### config.mk
export PLATFORM = sky130hd
export DESIGN_NAME = float_div_seq
export DESIGN_NICKNAME = d
export VERILOG_FILES = /design/src/rtl/fp_pkg.sv /design/src/rtl/mant_div_step.sv /design/src/rtl/float_div_seq.sv
export SDC_FILE = /design/constraint.sdc
export NUM_CORES = 1
export LEC_CHECK = 0
export CAP_MARGIN = 20
export CORE_UTILIZATION = 50
export CTS_BUF_LIST = sky130_fd_sc_hd__clkbuf_4
export CTS_CLUSTER_DIAMETER = 150
export DETAILED_ROUTE_END_ITERATION = 12
export HOLD_SLACK_MARGIN = 0.06
export PLACE_DENSITY_LB_ADDON = 0.2
export SYNTH_ARGS = -nofsm -noshare
export SYNTH_HDL_FRONTEND = slang
export SYNTH_HIERARCHICAL = 1
export SYNTH_SLANG_ARGS = --single-unit
### constraint.sdc
create_clock -name clk -period 3.9 [get_ports clk]
set_input_delay 0.975 -clock clk [delete_from_list [all_inputs] [get_ports clk]]
set_output_delay 0.975 -clock clk [all_outputs]
set_load 0.05 [all_outputs]
### src/rtl/fp_pkg.sv
// fp_pkg: single-precision field layout, constants and divider FSM states
package fp_pkg;
    localparam int SIGN_BIT = 31;
    localparam int EXP_MSB  = 30;
    localparam int EXP_LSB  = 23;
    localparam int MAN_MSB  = 22;
    localparam int MAN_LSB  = 0;
    localparam int EXP_BIAS = 127;
    localparam logic [31:0] POS_INF = 32'h7F80_0000;
    localparam logic [31:0] NEG_INF = 32'hFF80_0000;
    typedef enum logic [1:0] {IDLE, DIV, NORM, DONE} state_t;
    function automatic logic [31:0] inf_of(input logic s);
        return s ? NEG_INF : POS_INF;
    endfunction
endpackage

### src/rtl/mant_div_step.sv
// mant_div_step: one radix-2 restoring division step (compare, subtract, shift)
module mant_div_step #(
    parameter int W = 15
) (
    input  logic [W-1:0] r,
    input  logic [W-1:0] b,
    output logic [W-1:0] r_next,
    output logic         q_bit
);
    // remainder stays below 2*b, so the shifted-out MSB is always zero
    always_comb begin
        q_bit  = r >= b;
        r_next = (q_bit ? r - b : r) << 1;
    end
endmodule

### src/rtl/float_div_seq.sv
// float_div_seq: sequential truncated-mantissa float divider with valid/ready handshakes
module float_div_seq
    import fp_pkg::*;
#(
    parameter int MAN_BITS = 14
) (
    input  logic        clk,
    input  logic        rst_n,
    input  logic [31:0] num1,
    input  logic [31:0] num2,
    input  logic        in_valid,
    output logic        in_ready,
    output logic [31:0] result,
    output logic        out_valid,
    input  logic        out_ready
);
    localparam int W  = MAN_BITS + 1;
    localparam int CW = $clog2(MAN_BITS + 2);

    state_t               state;
    logic                 sign;
    logic [7:0]           e1, e2;
    logic [W-1:0]         rem, div_b, quo, rem_next;
    logic                 q_bit;
    logic [CW-1:0]        cnt;
    logic [MAN_BITS-2:0]  q_frac;
    logic [22:0]          frac;
    logic signed [9:0]    exp_n;
    logic [31:0]          packed_res;
    logic                 unused_bits;

    assign unused_bits = ^{num1, num2};

    mant_div_step #(.W(W)) u_step (
        .r      (rem),
        .b      (div_b),
        .r_next (rem_next),
        .q_bit  (q_bit)
    );

    // normalize the quotient and resolve zero/infinity/overflow/underflow
    always_comb begin
        q_frac     = quo[MAN_BITS] ? quo[MAN_BITS-1:1] : quo[MAN_BITS-2:0];
        frac       = 23'(q_frac) << (24 - MAN_BITS);
        exp_n      = 10'(e1) - 10'(e2) + 10'(EXP_BIAS) - 10'(!quo[MAN_BITS]);
        packed_res = e2 == 8'd0         ? inf_of(sign) :
                     e1 == 8'd0         ? {sign, 31'h0} :
                     exp_n >= 10'sd255  ? inf_of(sign) :
                     exp_n <= 10'sd0    ? {sign, 31'h0} :
                                          {sign, exp_n[7:0], frac};
    end

    // control FSM: capture, iterate the divider, pack the result, hold until consumed
    always_ff @(posedge clk or negedge rst_n) begin
        if (!rst_n) begin
            state     <= IDLE;
            in_ready  <= 1'b1;
            out_valid <= 1'b0;
            result    <= '0;
            sign      <= 1'b0;
            e1        <= '0;
            e2        <= '0;
            rem       <= '0;
            div_b     <= '0;
            quo       <= '0;
            cnt       <= '0;
        end else begin
            case (state)
                IDLE: if (in_valid) begin
                    sign     <= num1[SIGN_BIT] ^ num2[SIGN_BIT];
                    e1       <= num1[EXP_MSB:EXP_LSB];
                    e2       <= num2[EXP_MSB:EXP_LSB];
                    rem      <= {2'b01, num1[MAN_MSB -: MAN_BITS-1]};
                    div_b    <= {2'b01, num2[MAN_MSB -: MAN_BITS-1]};
                    quo      <= '0;
                    cnt      <= CW'(MAN_BITS + 1);
                    in_ready <= 1'b0;
                    state    <= DIV;
                end
                DIV: begin
                    rem   <= rem_next;
                    quo   <= {quo[W-2:0], q_bit};
                    cnt   <= cnt - 1'b1;
                    state <= cnt == CW'(1) ? NORM : DIV;
                end
                NORM: begin
                    result    <= packed_res;
                    out_valid <= 1'b1;
                    state     <= DONE;
                end
                DONE: if (out_ready) begin
                    out_valid <= 1'b0;
                    in_ready  <= 1'b1;
                    state     <= IDLE;
                end
                default: state <= IDLE;
            endcase
        end
    end
endmodule

Word-level counts from Yosys, hierarchy flattened
Index checks and enable logic that the tools add are counted.
{"block": "totals", "reg_bits": 101, "input_bits": 68, "out_inout_bits": 34, "elab_cells": 60}
{"block": "op_classes", "add_sub_neg": 5, "magnitude_cmp": 3, "eq_ne": 6, "mux": 22, "n_bitwise": 1, "n_reduce_logical": 12}
{"cell": "$mux W32", "count": 4}
{"cell": "$pmux W15 S2", "count": 2}
{"cell": "$mux W31", "count": 1}
{"cell": "$mux W15", "count": 2}
{"cell": "$logic_not A8 Y1", "count": 2}
{"cell": "$ge A15 B14 Y1", "count": 1}
{"cell": "$mux W14", "count": 1}
{"cell": "$sub A14 B14 Y14", "count": 1}
{"cell": "$mux W13", "count": 1}
{"cell": "$add A9 B8 Y10 const B", "count": 1}
{"cell": "$ge A10 B9 Y1 const B", "count": 1}
{"cell": "$le A10 B1 Y1 const B", "count": 1}
{"cell": "$sub A10 B1 Y10", "count": 1}
{"cell": "$sub A8 B8 Y9", "count": 1}
{"cell": "$pmux W2 S4", "count": 1}
{"cell": "$pmux W4 S2", "count": 1}
{"cell": "$reduce_and A2 Y1", "count": 4}
{"cell": "$mux W2", "count": 3}
{"cell": "$reduce_bool A2 Y1", "count": 3}
{"cell": "$eq A2 B2 Y1 const B", "count": 2}
{"cell": "$eq A4 B1 Y1 const B", "count": 1}
{"cell": "$mux W4", "count": 1}
{"cell": "$ne A2 B2 Y1 const B", "count": 2}
{"cell": "$pmux W1 S2", "count": 2}
{"cell": "7 further kinds", "count": 9}

Logic depth before layout (Yosys ltp)
{"block": "logic_depth", "word_depth": 8, "depth_mapped": 17, "ltp_nobuf": 17}

Cells and area by module
Netlist, hierarchy kept.
{"module": "float_div_seq", "instances": 1, "cells_per_inst": 472, "area_per_inst_um2": 4652.0, "seq_area_each_um2": 2278.4}
{"module": "mant_div_step", "instances": 1, "cells_per_inst": 145, "area_per_inst_um2": 977.2, "seq_area_each_um2": 0.0}

Least setup slack after synthesis
Ideal clock, no wire load.
{"block": "synth_timing", "path_kind": "reg-to-reg", "start": "register e1[0]", "end": "register result[13]", "setup_ns": 0.074, "t_arrival_ns": 3.540, "required_time_ns": 3.826, "setup_slack_ns": 0.286, "path_stages_with_launch": 18, "n_path_buf": 1, "synth_period_minus_slack_ns": 3.614, "path_cell_list": "dfrtp_1 > inv_1 > ha_1 > inv_1 > fa_1 > a21o_1 > a21oi_1 > xnor2_1 > inv_1 > ha_1 > o21ai_1 > nor2_2 > or4_1 > a31o_1 > or2_0 > a2111o_1 > buf_6 > o21ai_2"}
{"block": "synth_via", "elab_chain_len": 8, "word_cells_on_any_way": 10, "classes_between": "add/sub (3); order compare (2); mux (4); reduce/logical (1)"}
{"item": "from (decl)", "line_no": "float_div_seq.sv:22", "text": "logic [7:0] e1, e2;"}
{"item": "from (signal assigned)", "line_no": "float_div_seq.sv:71", "text": "e1 <= num1[EXP_MSB:EXP_LSB];"}
{"item": "$sub A8 B8 Y9", "line_no": "float_div_seq.sv:45", "text": "exp_n = 10'(e1) - 10'(e2) + 10'(EXP_BIAS) - 10'(!quo[MAN_BITS]);"}
{"item": "$add A9 B8 Y10", "line_no": "float_div_seq.sv:45"}
{"item": "$sub A10 B1 Y10", "line_no": "float_div_seq.sv:45"}
{"item": "$le A10 B1 Y1", "line_no": "float_div_seq.sv:49", "text": "exp_n <= 10'sd0 ? {sign, 31'h0} :"}
{"item": "$mux W31", "line_no": "float_div_seq.sv:49"}
{"item": "$mux W32", "line_no": "float_div_seq.sv:48", "text": "exp_n >= 10'sd255 ? inf_of(sign) :"}
{"item": "$mux W32 (*)", "line_no": "float_div_seq.sv:47", "text": "e1 == 8'd0 ? {sign, 31'h0} :"}
{"item": "$mux W32 (*)", "line_no": "float_div_seq.sv:46", "text": "packed_res = e2 == 8'd0 ? inf_of(sign) :"}
{"item": "to (signal assigned)", "line_no": "float_div_seq.sv:87", "text": "result <= packed_res;"}
{"item": "to (decl)", "line_no": "float_div_seq.sv:13", "text": "output logic [31:0] result,"}
Mark *: on every way between the ends. The rest lies on a longest branch, timed or not.
A chain may end at the register's enable or synchronous reset.

Worst setup path in the final report
{"block": "layout_timing", "start": "register e1[1]", "end": "register result[11]"}
The elaborated chain is that of the path after synthesis.

==> impl_metrics.csv <==
group,metric,value,unit
placed_design,globalplace.congestion,0.821,
timing,max_slew.worst_pin.slew,0.921,ns
setup_path,cp.required,4.28,ns
cts,cts_sinks,91,
synth,synthesis.area,0.00563,mm2
cells_and_area,layout-drive-gt1-share,14.1,%
timing,fmax,267,MHz
timing,setup_viol,0,
die,die_area,0.0117,mm2
synth,async_flop_share,100,%
drt,first_pass_iters,5,
drt,drc,0,
setup_path,crit_arrival,4.12,ns
placed_design,post_dp_cell_area,0.00645,mm2
die,rows,38,
placed_design,port_buffers,71,
synth,synth_seq_cells,91,
synth,syn_area_per_cell,9.12,um2
global_routing,grt_use_total,21.4,%
timing,layout_min_cycle_time,3.74,ns
die,die_w,108,um
synth,synth_top_cell_area_share,40.0,%
synth,yosysSeqAreaShare,40.5,%
synth,synth_area_leaders,"dfrtp_1 (40%), ha_1 (7.6%), nand2_1 (6.9%)",
global_routing,grt-ovfl-total,0,
timing,setup_slack,0.158,ns
die,die_y,108,um
synth,synth_most_common_cell,"nand2_1",
cts,htree_levels,3,
drt,num_vias,4481,
timing,slew-limit-headroom,38.6,%
synth,ys_types,65,
drt,wl_per_cell,14.1,um
die,design.portCount,102,
synth,yosysWarningCount,6,
setup_path,worst_setup_path_start_kind,"flip-flop",
timing,drv_slew,0,
synth,netlist_top_cells_count,"nand2_1 (103), dfrtp_1 (90), nor2_1 (45), o21ai_0 (44), inv_1 (37)",
cts,cts_tree,"built",
drt,drtIter0Drc,132,
timing,hold_violations,0,
global_routing,grt_pass1_vias,4306,
run,drv_cap,0,
run_status,status,"complete, no violations",
drt,ant_nets,0,
setup_path,worstPathMaxFanout,13,
cts,clk_pin_slew,0.15,ns
synth,synth-edff-count,0,
cts,hold_buffers,0,
global_routing,grt_start_max_net_pins,74,
cells_and_area,syn_to_final_growth,19.4,%
cells_and_area,diodes,0,
die,initial_utilization,51.7,%
die,core_area,0.0109,mm2
setup_path,critPathKind,"flip-flop to flip-flop",
synth,synthCells,617,
cts,cts_buffer_depth,2,
placed_design,place_worst_setup_slack,0.0839,ns
cts,cts_buffers,9,
cells_and_area,design_area,0.00672,mm2
drt,wirelength,11700,um
placed_design,dpl.hpwl,8440,um
timing,post-route-period-util,96.0,%
cells_and_area,nets,790,
drt,drt-vias-per-instance,5.40,
min_path,holdCritPathClass,"flip-flop to flip-flop",
setup_path,endpoint_kind,"flip-flop",
synth,synth_top_area_cell,"dfrtp_1",
global_routing,antenna_found_initial,0,
timing,skew,0.0156,ns
synth,ys.flop_type,"dfrtp_1",
global_routing,grt_pass1_wl,19900,um
cts,root_buffer,"clkbuf_4",
cts,clk_latency,0.44,ns
cell usage in the layout (no fill, tap or decap), types with 5 or more instances in the layout:
cell               n
a211o_1            5
a21o_1            12
a21oi_1           25
a22oi_1           13
and3_1             5
buf_4             14
clkbuf_4          10
clkdlybuf4s50_1   70
conb_1            12
dfrtp_1           89
ha_1              31
inv_1             36
mux2_2            25
mux2i_1           13
nand2_1          102
nand2b_1           5
nor2_1            44
nor3_1             9
nor4_1             6
o21a_1             8
o21ai_0           43
o21ai_2           12
or3_1              7
xnor2_1           10
final cells by class:
class,instances,area [um2]
multi-input cells,460,3110
fillers,991,4160
repair buffers,86,846
clock inverters,6,95.1
inverters,37,139
clock buffers,10,75.1
well taps,140,175
flip-flops and latches,91,2280
stage by stage:
step	TNS [ns]	instances	hold slack (ns)	util, %
detailed placement	0	811	0.466	59.3
global route	-0.0711	830	0.498	61.8
global placement	0	811	0.457	59.3
floorplan	0	627	0.439	-
CTS	0	827	0.485	60.8
finish	0	830	0.481	61.8
registers in the layout (all words and copies together) (netlist names), named ones only:
name and cells:
result 22, cnt 4, quo 15, e1 8
state 1, out_valid 1, rem 15, e2 8
sign 1, div_b 14, in_ready 1
what timing repair did:
item,CTS,global route
gates resized for setup,0,17
endpoints found under the hold margin,0,0
buffers inserted,0,3
endpoints found under the setup margin,0,21
per-layer routing:
layer / global-route usage, % / share of wire, % / up-vias
li1: - / - / 2255
met1: 28.7 / 48 / 2118
met2: 35.4 / 48 / 97
met3: 3.68 / 3.6 / 11
met4: 6.56 / 1.0 / 0
met5: 0 / 0 / -
critical path: stages (launching register included):
cell and delay, ns:
dfrtp_2 0.46, ha_1 0.29, a21o_1 0.18, a21o_1 0.21
a21o_1 0.19, a21o_1 0.19, xor2_1 0.18, inv_1 0.07
ha_2 0.22, or4_1 0.53, a31o_1 0.25, or2_0 0.20
a2111o_1 0.40, buf_12 0.17, o21ai_0 0.14
final timing paths:
path | from | to | slack [ns] | cells after the start
worst max-delay path | e1[1] | result[11] | 0.16 | 14
worst min-delay path | sign | result[31] | 0.48 | 2
worst max register to register | e1[1] | result[11] | 0.16 | 14
worst min register to register | sign | result[31] | 0.48 | 2
max in group asynchronous | rst_n | in_ready | 2.47 | 2
min in group asynchronous | rst_n | result[24] | 0.65 | 1
cells by family (layout without fill, tap and decap cells):
| family | after synthesis | count (layout) | synth area share [%] |
|---|---|---|---|
| simple gates | 202 | 202 | 15.8 |
| compound gates | 153 | 153 | 18.4 |
| flops | 91 | 91 | 40.5 |
| buf+inv | 76 | 139 | 6.38 |
| mux | 39 | 39 | 7.58 |
| fa+ha+maj | 37 | 37 | 8.62 |
| xor+xnor | 17 | 17 | 2.64 |
| other cells | 2 | 12 | 0.133 |
Power is left out: the tool's default activity adds up to more than one toggle a clock period on the data nets, which glitch-free logic cannot reach.
